File: config.mk
export PLATFORM = sky130hd
export DESIGN_NAME = cordic_input_standardizer
export DESIGN_NICKNAME = d
export VERILOG_FILES = /design/src/rtl/cordic_pkg.sv /design/src/rtl/cordic_quadrant_rotate.sv /design/src/rtl/cordic_input_standardizer.sv
export SDC_FILE = /design/constraint.sdc
export NUM_CORES = 1
export LEC_CHECK = 0
export ABC_AREA = 1
export CAP_MARGIN = 20
export CELL_PAD_IN_SITES_DETAIL_PLACEMENT = 2
export CELL_PAD_IN_SITES_GLOBAL_PLACEMENT = 2
export CORE_ASPECT_RATIO = 0.6
export CORE_UTILIZATION = 25
export CTS_CLUSTER_SIZE = 8
export DETAILED_ROUTE_END_ITERATION = 10
export HOLD_SLACK_MARGIN = 0.08
export PLACE_DENSITY_LB_ADDON = 0.1
export SLEW_MARGIN = 5
export SYNTH_ARGS = -nofsm -noshare
export SYNTH_HDL_FRONTEND = slang
export SYNTH_SLANG_ARGS = --single-unit
File: constraint.sdc
create_clock -name clk -period 0.95 [get_ports clk]
set_clock_uncertainty 0.1 [all_clocks]
set_input_delay 0.095 -clock clk [delete_from_list [all_inputs] [get_ports clk]]
set_output_delay 0.095 -clock clk [all_outputs]
set_load 0.03 [all_outputs]
File: src/rtl/cordic_pkg.sv
// Shared definitions for the CORDIC rotation pipeline: angle scaling,
// quadrant encoding and the saturating negation helper.
package cordic_pkg;

  // Default port widths for the pipeline.
  localparam int DATA_W_DEF  = 16;
  localparam int ANGLE_W_DEF = 16;

  // Turn-scaled angle: 15 significant bits cover one full revolution.
  localparam int ANGLE_TURN_W = 15;
  // Residual angle after folding into the first quadrant: 13 bits.
  localparam int ANGLE_RES_W  = 13;

  localparam int unsigned ANGLE_FULL_TURN = 32768;
  localparam int unsigned ANGLE_PI_HALF   = 8192;
  localparam int unsigned ANGLE_PI        = 16384;
  localparam int unsigned ANGLE_3PI_HALF  = 24576;

  // Multiple of pi/2 removed from the angle.
  typedef enum logic [1:0] {
    Q0 = 2'd0,
    Q1 = 2'd1,
    Q2 = 2'd2,
    Q3 = 2'd3
  } quadrant_e;

  // Saturating negation at the default sample width: the most negative
  // code has no positive counterpart and clamps to the largest positive.
  function automatic logic signed [DATA_W_DEF-1:0] sat_neg(
    input logic signed [DATA_W_DEF-1:0] v
  );
    logic signed [DATA_W_DEF-1:0] most_neg;
    logic signed [DATA_W_DEF-1:0] most_pos;
    most_neg = {1'b1, {(DATA_W_DEF-1){1'b0}}};
    most_pos = {1'b0, {(DATA_W_DEF-1){1'b1}}};
    if (v == most_neg) begin
      return most_pos;
    end
    return -v;
  endfunction

endpackage

File: src/rtl/cordic_quadrant_rotate.sv
// Rotates a signed vector counter-clockwise by q*pi/2. Purely combinational;
// negations saturate so the result never needs an extra bit. Shared by the
// input standardizer and the output de-standardizer.
module cordic_quadrant_rotate
  import cordic_pkg::*;
#(
  parameter int DATA_W = DATA_W_DEF
) (
  input  logic signed [DATA_W-1:0] x_i,
  input  logic signed [DATA_W-1:0] y_i,
  input  quadrant_e                quad_i,
  output logic signed [DATA_W-1:0] x_o,
  output logic signed [DATA_W-1:0] y_o
);

  // Width-generic saturating negation; -(most negative) clamps to max.
  function automatic logic signed [DATA_W-1:0] neg_sat(
    input logic signed [DATA_W-1:0] v
  );
    logic signed [DATA_W-1:0] most_neg;
    logic signed [DATA_W-1:0] most_pos;
    most_neg = {1'b1, {(DATA_W-1){1'b0}}};
    most_pos = {1'b0, {(DATA_W-1){1'b1}}};
    if (v == most_neg) begin
      return most_pos;
    end
    return -v;
  endfunction

  logic signed [DATA_W-1:0] neg_x;
  logic signed [DATA_W-1:0] neg_y;

  assign neg_x = neg_sat(x_i);
  assign neg_y = neg_sat(y_i);

  // Select the rotated components; every quadrant is a swap and/or sign flip.
  always_comb begin
    x_o = x_i;
    y_o = y_i;
    unique case (quad_i)
      Q0: begin
        x_o = x_i;
        y_o = y_i;
      end
      Q1: begin
        x_o = neg_y;
        y_o = x_i;
      end
      Q2: begin
        x_o = neg_x;
        y_o = neg_y;
      end
      Q3: begin
        x_o = y_i;
        y_o = neg_x;
      end
      default: begin
        x_o = x_i;
        y_o = y_i;
      end
    endcase
  end

endmodule

File: src/rtl/cordic_input_standardizer.sv
// Front end of the rotation-mode CORDIC: folds the turn-scaled angle into
// [0, pi/2), pre-rotates the vector by the removed multiple of pi/2 and
// reports that quadrant. One register stage, valid strobe, no backpressure.
module cordic_input_standardizer
  import cordic_pkg::*;
#(
  parameter int DATA_W  = DATA_W_DEF,
  parameter int ANGLE_W = ANGLE_W_DEF
) (
  input  logic                      clk,
  input  logic                      rst_n,
  input  logic                      in_valid,
  input  logic signed [DATA_W-1:0]  x_in,
  input  logic signed [DATA_W-1:0]  y_in,
  input  logic        [ANGLE_W-1:0] theta_in,
  output logic                      out_valid,
  output logic signed [DATA_W-1:0]  x_out,
  output logic signed [DATA_W-1:0]  y_out,
  output logic        [ANGLE_W-1:0] theta_out,
  output logic        [1:0]         quadrant
);

  // Angle bits above one full turn are wrap-around and carry no information.
  logic unused_theta_hi;
  assign unused_theta_hi = ^theta_in[ANGLE_W-1:ANGLE_TURN_W];

  // Angle fold: the top two in-turn bits are the quadrant, the rest is the
  // residual. Exact multiples of pi/2 naturally give residual 0.
  quadrant_e                quad_in;
  logic [ANGLE_RES_W-1:0]   theta_res;

  assign quad_in   = quadrant_e'(theta_in[ANGLE_TURN_W-1:ANGLE_RES_W]);
  assign theta_res = theta_in[ANGLE_RES_W-1:0];

  logic signed [DATA_W-1:0] x_rot;
  logic signed [DATA_W-1:0] y_rot;

  cordic_quadrant_rotate #(
    .DATA_W (DATA_W)
  ) u_rotate (
    .x_i    (x_in),
    .y_i    (y_in),
    .quad_i (quad_in),
    .x_o    (x_rot),
    .y_o    (y_rot)
  );

  // Output register bank and its next-state values.
  logic                      vld_q;
  logic signed [DATA_W-1:0]  x_q,     x_d;
  logic signed [DATA_W-1:0]  y_q,     y_d;
  logic        [ANGLE_W-1:0] theta_q, theta_d;
  quadrant_e                 quad_q,  quad_d;

  // Capture a new sample only when one is offered; otherwise hold.
  always_comb begin
    x_d     = x_q;
    y_d     = y_q;
    theta_d = theta_q;
    quad_d  = quad_q;
    if (in_valid) begin
      x_d     = x_rot;
      y_d     = y_rot;
      theta_d = {{(ANGLE_W-ANGLE_RES_W){1'b0}}, theta_res};
      quad_d  = quad_in;
    end
  end

  // Single pipeline register; reset clears everything and drops any sample.
  always_ff @(posedge clk or negedge rst_n) begin
    if (!rst_n) begin
      vld_q   <= 1'b0;
      x_q     <= '0;
      y_q     <= '0;
      theta_q <= '0;
      quad_q  <= Q0;
    end else begin
      vld_q   <= in_valid;
      x_q     <= x_d;
      y_q     <= y_d;
      theta_q <= theta_d;
      quad_q  <= quad_d;
    end
  end

  assign out_valid = vld_q;
  assign x_out     = x_q;
  assign y_out     = y_q;
  assign theta_out = theta_q;
  assign quadrant  = quad_q;

endmodule

==> flow_summary.ini, run 1 <==
[run_status]
outcome = did not finish
haltStage = global routing
first-error = [ERROR DPL-0033] detailed placement checks failed during check placement.

[synthesis]
netlist_top_cells_count = 265 x nand2_1, 54 x nand3_1, 48 x dfrtp_1, 46 x o21ai_0, 37 x inv_1
yosysTopAreaCell = dfrtp_1
synthAdderAreaFrac = 0.00689
syn_area_um2 = 3630
ys_types = 26
yosysSeqAreaShare = 0.331
synth.top_cell.area_share = 0.331
synthSimpleGateAreaFrac = 0.449
yosys.area_share.xor_xnor = 0.00724
synthesis.area_per_instance_um2 = 6.10
ys_warn_count = 0
synth-compound-area-share = 0.118
ys_seq_elements = 48
synthArstFlopShare = 1.00
synth_ff_type = dfrtp_1
muxShareOfSynthArea = 0
ys_top_cells_by_area = dfrtp_1 33%, nand2_1 27%, nand3_1 7.4%
synthCells = 595
synthMostInstantiatedCell = nand2_1
synth_edf_count = 0
synth_top_family_by_area = simple AND/OR/NAND/NOR gates

[global_route]
antenna_found_initial = 0
grt_max_degree = 49

[clock_network]
h-tree-depth = 2
cts_buffer_depth = 2
cts-root-buf = clkbuf_16
cts_buffers = 5
cts_num_sinks = 48

[sta]
worstEpCategory = register input
postGrtWorstEndpoint = x_out[10]$_DFFE_PN0P_/D

[floorplan]
die_height_um = 95.4
initial_utilization = 0.261
die_w_um = 158
ios = 102
num_rows = 33

[place]
hpwl_um = 13900
numPortBuffers = 97
gp_congestion = 0.833
## logic make-up after synthesis
logic type	count (synthesis)
AND/OR/NAND/NOR	382
AO/OA/AOI/OAI	85
buffers and inverters	74
XOR/XNOR	3
other	1
flip-flops	48
adder cells (fa/ha/maj)	2
## through the flow
stage                     instances  area, um2  setup WS (ns)  setup TNS [ns]  hold WS (ns)
after CTS                      1010       6900         -0.489          -18.41         0.126
after detailed placement        964       5720          -1.29          -42.96        0.0145
after global placement          964       5720          -1.19          -38.95       0.00594
after floorplan                 597       3700         -0.321           -8.66        -0.301
## timing repair
action                                  in CTS
endpoints found under the setup margin      86
pin swaps                                   66
buffers inserted                            34
endpoints found under the hold margin       48
gates resized for setup                    235
gates cloned                                 3
hold buffers                                 1
==> run 2: changes to the inputs <==
--- a/config.mk
+++ b/config.mk
@@ -7,14 +7,9 @@
 export LEC_CHECK = 0
 export ABC_AREA = 1
 export CAP_MARGIN = 20
-export CELL_PAD_IN_SITES_DETAIL_PLACEMENT = 2
-export CELL_PAD_IN_SITES_GLOBAL_PLACEMENT = 2
-export CORE_ASPECT_RATIO = 0.6
-export CORE_UTILIZATION = 25
-export CTS_CLUSTER_SIZE = 8
+export CORE_UTILIZATION = 30
 export DETAILED_ROUTE_END_ITERATION = 10
-export HOLD_SLACK_MARGIN = 0.08
-export PLACE_DENSITY_LB_ADDON = 0.1
+export PLACE_DENSITY_LB_ADDON = 0.15
 export SLEW_MARGIN = 5
 export SYNTH_ARGS = -nofsm -noshare
 export SYNTH_HDL_FRONTEND = slang
==> run 2 against run 1 <==
  * The flow now finishes, with violations (design-rule violations, negative setup slack)
  * Synthesized cell count unchanged
  * Synthesized area did not move
==> flow_summary.ini, run 2 <==
[place]
dp_slack_ns = -1.23
gp_congestion = 0.887
hpwl_um = 10200
numPortBuffers = 97

[worst_setup_path]
cp_slowest_cell = dlygate4sd2_1
worstSetupPathType = in -> reg
arrival_ns = 1.42
cp_max_fo = 5
worstSetupEndpointType = flip-flop
setup.worst_path.start_class = input port
cp.required_ns = 1.04
path_common_cell = nand2_1
crit_family = simple AND/OR/NAND/NOR gates
worstPathCellList = dlygate4sd2_1 -> inv_2 -> nand3_2 -> nor2_4 -> nand2_4 -> buf_6 -> nand4_1 -> nand3_1 -> nand2_1 -> nand2_1
cp_num_buf_inv = 3
rrSetupSlack_ns = -0.03
slowest_delay_ns = 0.30

[cells_and_area]
antenna_cells = 0
seq_area_um2 = 1200
final_cell_mix = 219 x nand2_1, 126 x buf_4, 64 x buf_6
nets = 886
multi_input_area_um2 = 2700
final_common_cell = nand2_1
drive_above_1_share = 0.444
fillers = 1111
fin_util = 0.591
area_growth_pct = 89.1

[route]
wl_met3_um = 526
wire_per_inst_um = 15.0
ant_nets = 0
top_layer = met4
drc = 7
via_per_inst = 4.94
wl_met2_um = 7460
routedLengthMet1_um = 6250
drt_iter0_markers = 203
drt-total-wl_um = 14600
first_pass_iters = 8
via_count = 4825

[run_status]
violations = design-rule violations, negative setup slack
outcome = finished with violations

[clock_network]
clkLatencyLatePin_ns = 0.29
cts_buffers = 5
clk_pin_slew_ns = 0.07
cts-root-buf = clkbuf_16
h-tree-depth = 2
cts_tree = built
cts_buffer_depth = 2
cts_num_sinks = 48

[sta]
setup_slack_ns = -0.377
period_needed_ns = 1.33
finalCritPeriodShare = 1.40
fmax_mhz = 754
hold_viol = 0
rsz0062_at_grt = yes
setup_viol = 80
finalMaxSlewViolations = 0

[synthesis]
synth.top_cell.area_share = 0.331
synth_edf_count = 0
ys_top_cells_by_area = dfrtp_1 33%, nand2_1 27%, nand3_1 7.4%
synth_ff_type = dfrtp_1
netlist_top_cells_count = 265 x nand2_1, 54 x nand3_1, 48 x dfrtp_1, 46 x o21ai_0, 37 x inv_1
synthMostInstantiatedCell = nand2_1
syn_area_um2 = 3630
synthesis.area_per_instance_um2 = 6.10
yosysSeqAreaShare = 0.331
ys_seq_elements = 48
synthArstFlopShare = 1.00
synthCells = 595
ys_warn_count = 0
yosysTopAreaCell = dfrtp_1
ys_types = 26

[floorplan]
die_w_um = 112
initial_utilization = 0.313
die_area_um2 = 12500
num_rows = 39
die_height_um = 112
core_um2 = 11600
ios = 102

[global_route]
grt_pass1_vias = 4742
grt_pass1_wl_um = 23200
track_usage = 0.233
grt_overflow = 0
grt_max_degree = 49
antenna_found_initial = 0

[flow_run]
cap_violations = 0

[min_path]
hp-class = in -> reg

[power_and_ir_drop]
peakVddDrop_uv = 999
p_leak_nw = 3.53
p_per_area_nw_per_um2 = 1130
## run 2: cell counts after synthesis
Identical to the previous run, type by type.
## run 2: routing by layer
| layer | up-vias | track usage |
|---|---|---|
| li1 | 2378 | - |
| met3 | 29 | 0.0308 |
| met4 | 0 | 0.0844 |
| met1 | 2289 | 0.292 |
| met5 | - | 0 |
| met2 | 129 | 0.412 |
## run 2: kinds of logic after synthesis
family          count (synthesis)  synth area share
buf+inv                        74            0.0875
compound gates                 85             0.118
xor+xnor                        3           0.00724
simple gates                  382             0.449
fa+ha+maj                       2           0.00689
other cells                     1           0.00103
flops                          48             0.331
## run 2: worst register-to-register path, cell delays in order (launching register included)
cell and delay, ns:
dfrtp_1 0.40, buf_4 0.14, buf_4 0.12, nand2_1 0.07
nand2_2 0.05
## run 2: worst paths after layout
kind                                          start                       end  depth (start not counted)
setup / recovery                            x_in[5]     y_out[15]$_DFFE_PN0P_                         10
hold / removal                              y_in[0]      x_out[0]$_DFFE_PN0P_                          6
setup reg to reg              x_out[14]$_DFFE_PN0P_     x_out[14]$_DFFE_PN0P_                          4
hold reg to reg            theta_out[3]$_DFFE_PN0P_  theta_out[3]$_DFFE_PN0P_                          2
max in group asynchronous                     rst_n      y_out[3]$_DFFE_PN0P_                          3
min in group asynchronous                     rst_n      y_out[7]$_DFFE_PN0P_                          3
## run 2: final cells by class
class	instances	area share
multi-input combinational	478	0.393
timing repair buffer	253	0.348
sequential	48	0.175
inverter	47	0.0317
tap	143	0.0261
clock buffer	6	0.0202
clock inverter	2	0.00565
## run 2: repair_timing
item,4_1_cts,5_1_grt
pin swaps,50,60
hold buffers,1,0
endpoints found under the hold margin,48,0
buffers inserted,27,20
gates resized for setup,196,101
cloned,3,0
endpoints found under the setup margin,82,81
## run 2: power by group
group          leakage (nW)  internal, mW  switching [mW]
logic                  2.86          1.51            1.64
registers             0.584          2.27           0.191
clock network        0.0871          1.32           0.836
total                  3.53          5.10            2.67
## run 2: metrics by stage
stage / power (mW) / area (um2) / setup TNS (ns) / instances / hold WS [ns]
after CTS: 7.64 / 6460 / -15.90 / 959 / 0.135
after global placement: 5.09 / 5610 / -39.43 / 921 / 0.00440
after global routing: 8.15 / 6870 / -17.84 / 977 / 0.153
final: 7.77 / 6870 / -14.44 / 977 / 0.140
after floorplan: 3.66 / 3700 / -8.66 / 597 / -0.301
after detailed placement: 5.09 / 5610 / -40.91 / 921 / 0.00844
Power figures use the tool's default switching activity.
==> run 3: changes to the inputs <==
--- a/config.mk
+++ b/config.mk
@@ -9,6 +9,7 @@
 export CAP_MARGIN = 20
 export CORE_UTILIZATION = 30
 export DETAILED_ROUTE_END_ITERATION = 10
+export GPL_ROUTABILITY_DRIVEN = 0
 export PLACE_DENSITY_LB_ADDON = 0.15
 export SLEW_MARGIN = 5
 export SYNTH_ARGS = -nofsm -noshare
==> run 3 against run 2 <==
  * The flow still finishes with violations (design-rule violations, negative setup slack)
  * Sequential power about the same
  * Cell count down 0.82%
  * Count of clock-buffer cells in the layout did not move
  * First-iteration DRC count rose by 30%
  * Global-route usage fell by 0.71 points
  * Clock power about the same
  * Sequential share of layout area up 0.48 points
  * Via count increased by 0.64%
  * Total power is 0.93% lower
  * Setup slack better by 0.030 ns
  * Flip-flop and latch count unchanged
  * Critical path type unchanged
  * Largest cell class unchanged
  * Largest power group unchanged
==> flow_summary.ini, run 3 (synthesis gave the netlist of run 2 again) <==
[place]
numPortBuffers = 97
placed_cells = 910
hpwl_um = 9810
placedInstanceArea_um2 = 5500
dp_slack_ns = -1.25

[flow_run]
cap_violations = 0

[sta]
fmax_mhz = 771
setup_viol = 80
period_needed_ns = 1.30
setup_slack_ns = -0.347
finalCritPeriodShare = 1.37
rsz0062_at_grt = yes
finalMaxSlewViolations = 0
worst_hold_slack_ns = 0.0975
setup_tns_ns = -13.12
hold_viol = 0

[power_and_ir_drop]
peakVddDrop_uv = 747
total_power_mw = 7.69
p_per_area_nw_per_um2 = 1150
p_leak_nw = 3.47

[route]
drt_iter0_markers = 264
via_count = 4856
drc = 7
ant_nets = 0
wire_per_inst_um = 14.8
first_pass_iters = 8
drt-total-wl_um = 14300
via_per_inst = 5.01

[cells_and_area]
fin_area_um2 = 6690
drive_above_1_share = 0.431
final_cell_mix = 235 x nand2_1, 128 x buf_4, 56 x buf_6
layout.cells.non_filler = 969
nets = 878
fin_util = 0.576
antenna_cells = 0
final_common_cell = nand2_1
area_growth_pct = 84.3

[floorplan]
die_w_um = 112
core_um2 = 11600
initial_utilization = 0.313
die_height_um = 112
ios = 102
num_rows = 39
die_area_um2 = 12500

[worst_setup_path]
cp.required_ns = 1.04
arrival_ns = 1.39
reg2reg_depth = 4
cp_max_fo = 5
setup.worst_path.start_class = input port
worstSetupPathType = in -> reg
worstSetupEndpointType = flip-flop

[global_route]
grt_max_degree = 49
grt_pass1_wl_um = 22700
track_usage = 0.226
grt_pass1_vias = 4706
antenna_found_initial = 0
grt_overflow = 0

[clock_network]
cts_num_sinks = 48
cts-root-buf = clkbuf_16
clkLatencyLatePin_ns = 0.29
h-tree-depth = 2
cts_buffers = 5
cts_buffer_depth = 2
clk_pin_slew_ns = 0.07
cts_tree = built

[min_path]
holdPathStages = 2
hp-class = in -> reg

[run_status]
violations = design-rule violations, negative setup slack
outcome = finished with violations
==> run 3: cell count changes in the layout (fill, tap and decap cells not counted), sizes merged <==
cell and change:
dlygate4sd2 -10, dlymetal6s2s +2, buf -8, clkbuf +9, clkdlybuf4s15 -1
==> run 3: area by class of cell <==
class / instances / area [um2]
clock buffers: 6 / 139
clock inverters: 2 / 38.8
fillers: 1117 / 4920
inverters: 47 / 220
multi-input cells: 478 / 2650
flip-flops and latches: 48 / 1200
well taps: 143 / 179
repair buffers: 245 / 2260
==> run 3: layer usage <==
metal  part of all wire  global-route usage  vias up
li1                   -                   -     2374
met1               0.42               0.282     2286
met2               0.49               0.390      156
met3              0.048              0.0378       40
met4              0.039              0.0916        0
met5                  0                   0        -
==> run 3: critical path, cell delays in order <==
cell     delay [ns]
buf_6          0.12
inv_16         0.05
ha_4           0.13
inv_4          0.03
nor2_4         0.15
nand2_4        0.08
nor2_4         0.22
nand2_4        0.14
buf_6          0.15
nand4_1        0.07
nand3_1        0.07
nand2_1        0.06
nand2_1        0.04
==> run 3: where the power goes <==
| group | switching [mW] | internal [mW] | leakage (nW) |
|---|---|---|---|
| sequential | 0.194 | 2.27 | 0.583 |
| clock | 0.831 | 1.32 | 0.0871 |
| combinational | 1.62 | 1.46 | 2.80 |
==> run 3: worst paths after layout <==
check                      slack [ns]                         to                     start
setup / recovery                -0.35      y_out[15]$_DFFE_PN0P_                   x_in[0]
hold / removal                    0.1        out_valid$_DFF_PN0_                  in_valid
setup reg to reg                    0      x_out[13]$_DFFE_PN0P_     x_out[13]$_DFFE_PN0P_
hold reg to reg                  0.40   theta_out[0]$_DFFE_PN0P_  theta_out[0]$_DFFE_PN0P_
max in group asynchronous        0.29  theta_out[11]$_DFFE_PN0P_                     rst_n
min in group asynchronous        0.22       y_out[7]$_DFFE_PN0P_                     rst_n
==> run 3: what timing repair did <==
item                                    4_1_cts  5_1_grt
cloned                                        3        0
hold endpoints to repair                     48        0
setup buffers                                25       25
hold buffers                                  1        0
pin swaps                                    43       59
endpoints found under the setup margin       95       85
resized for setup                           176      115
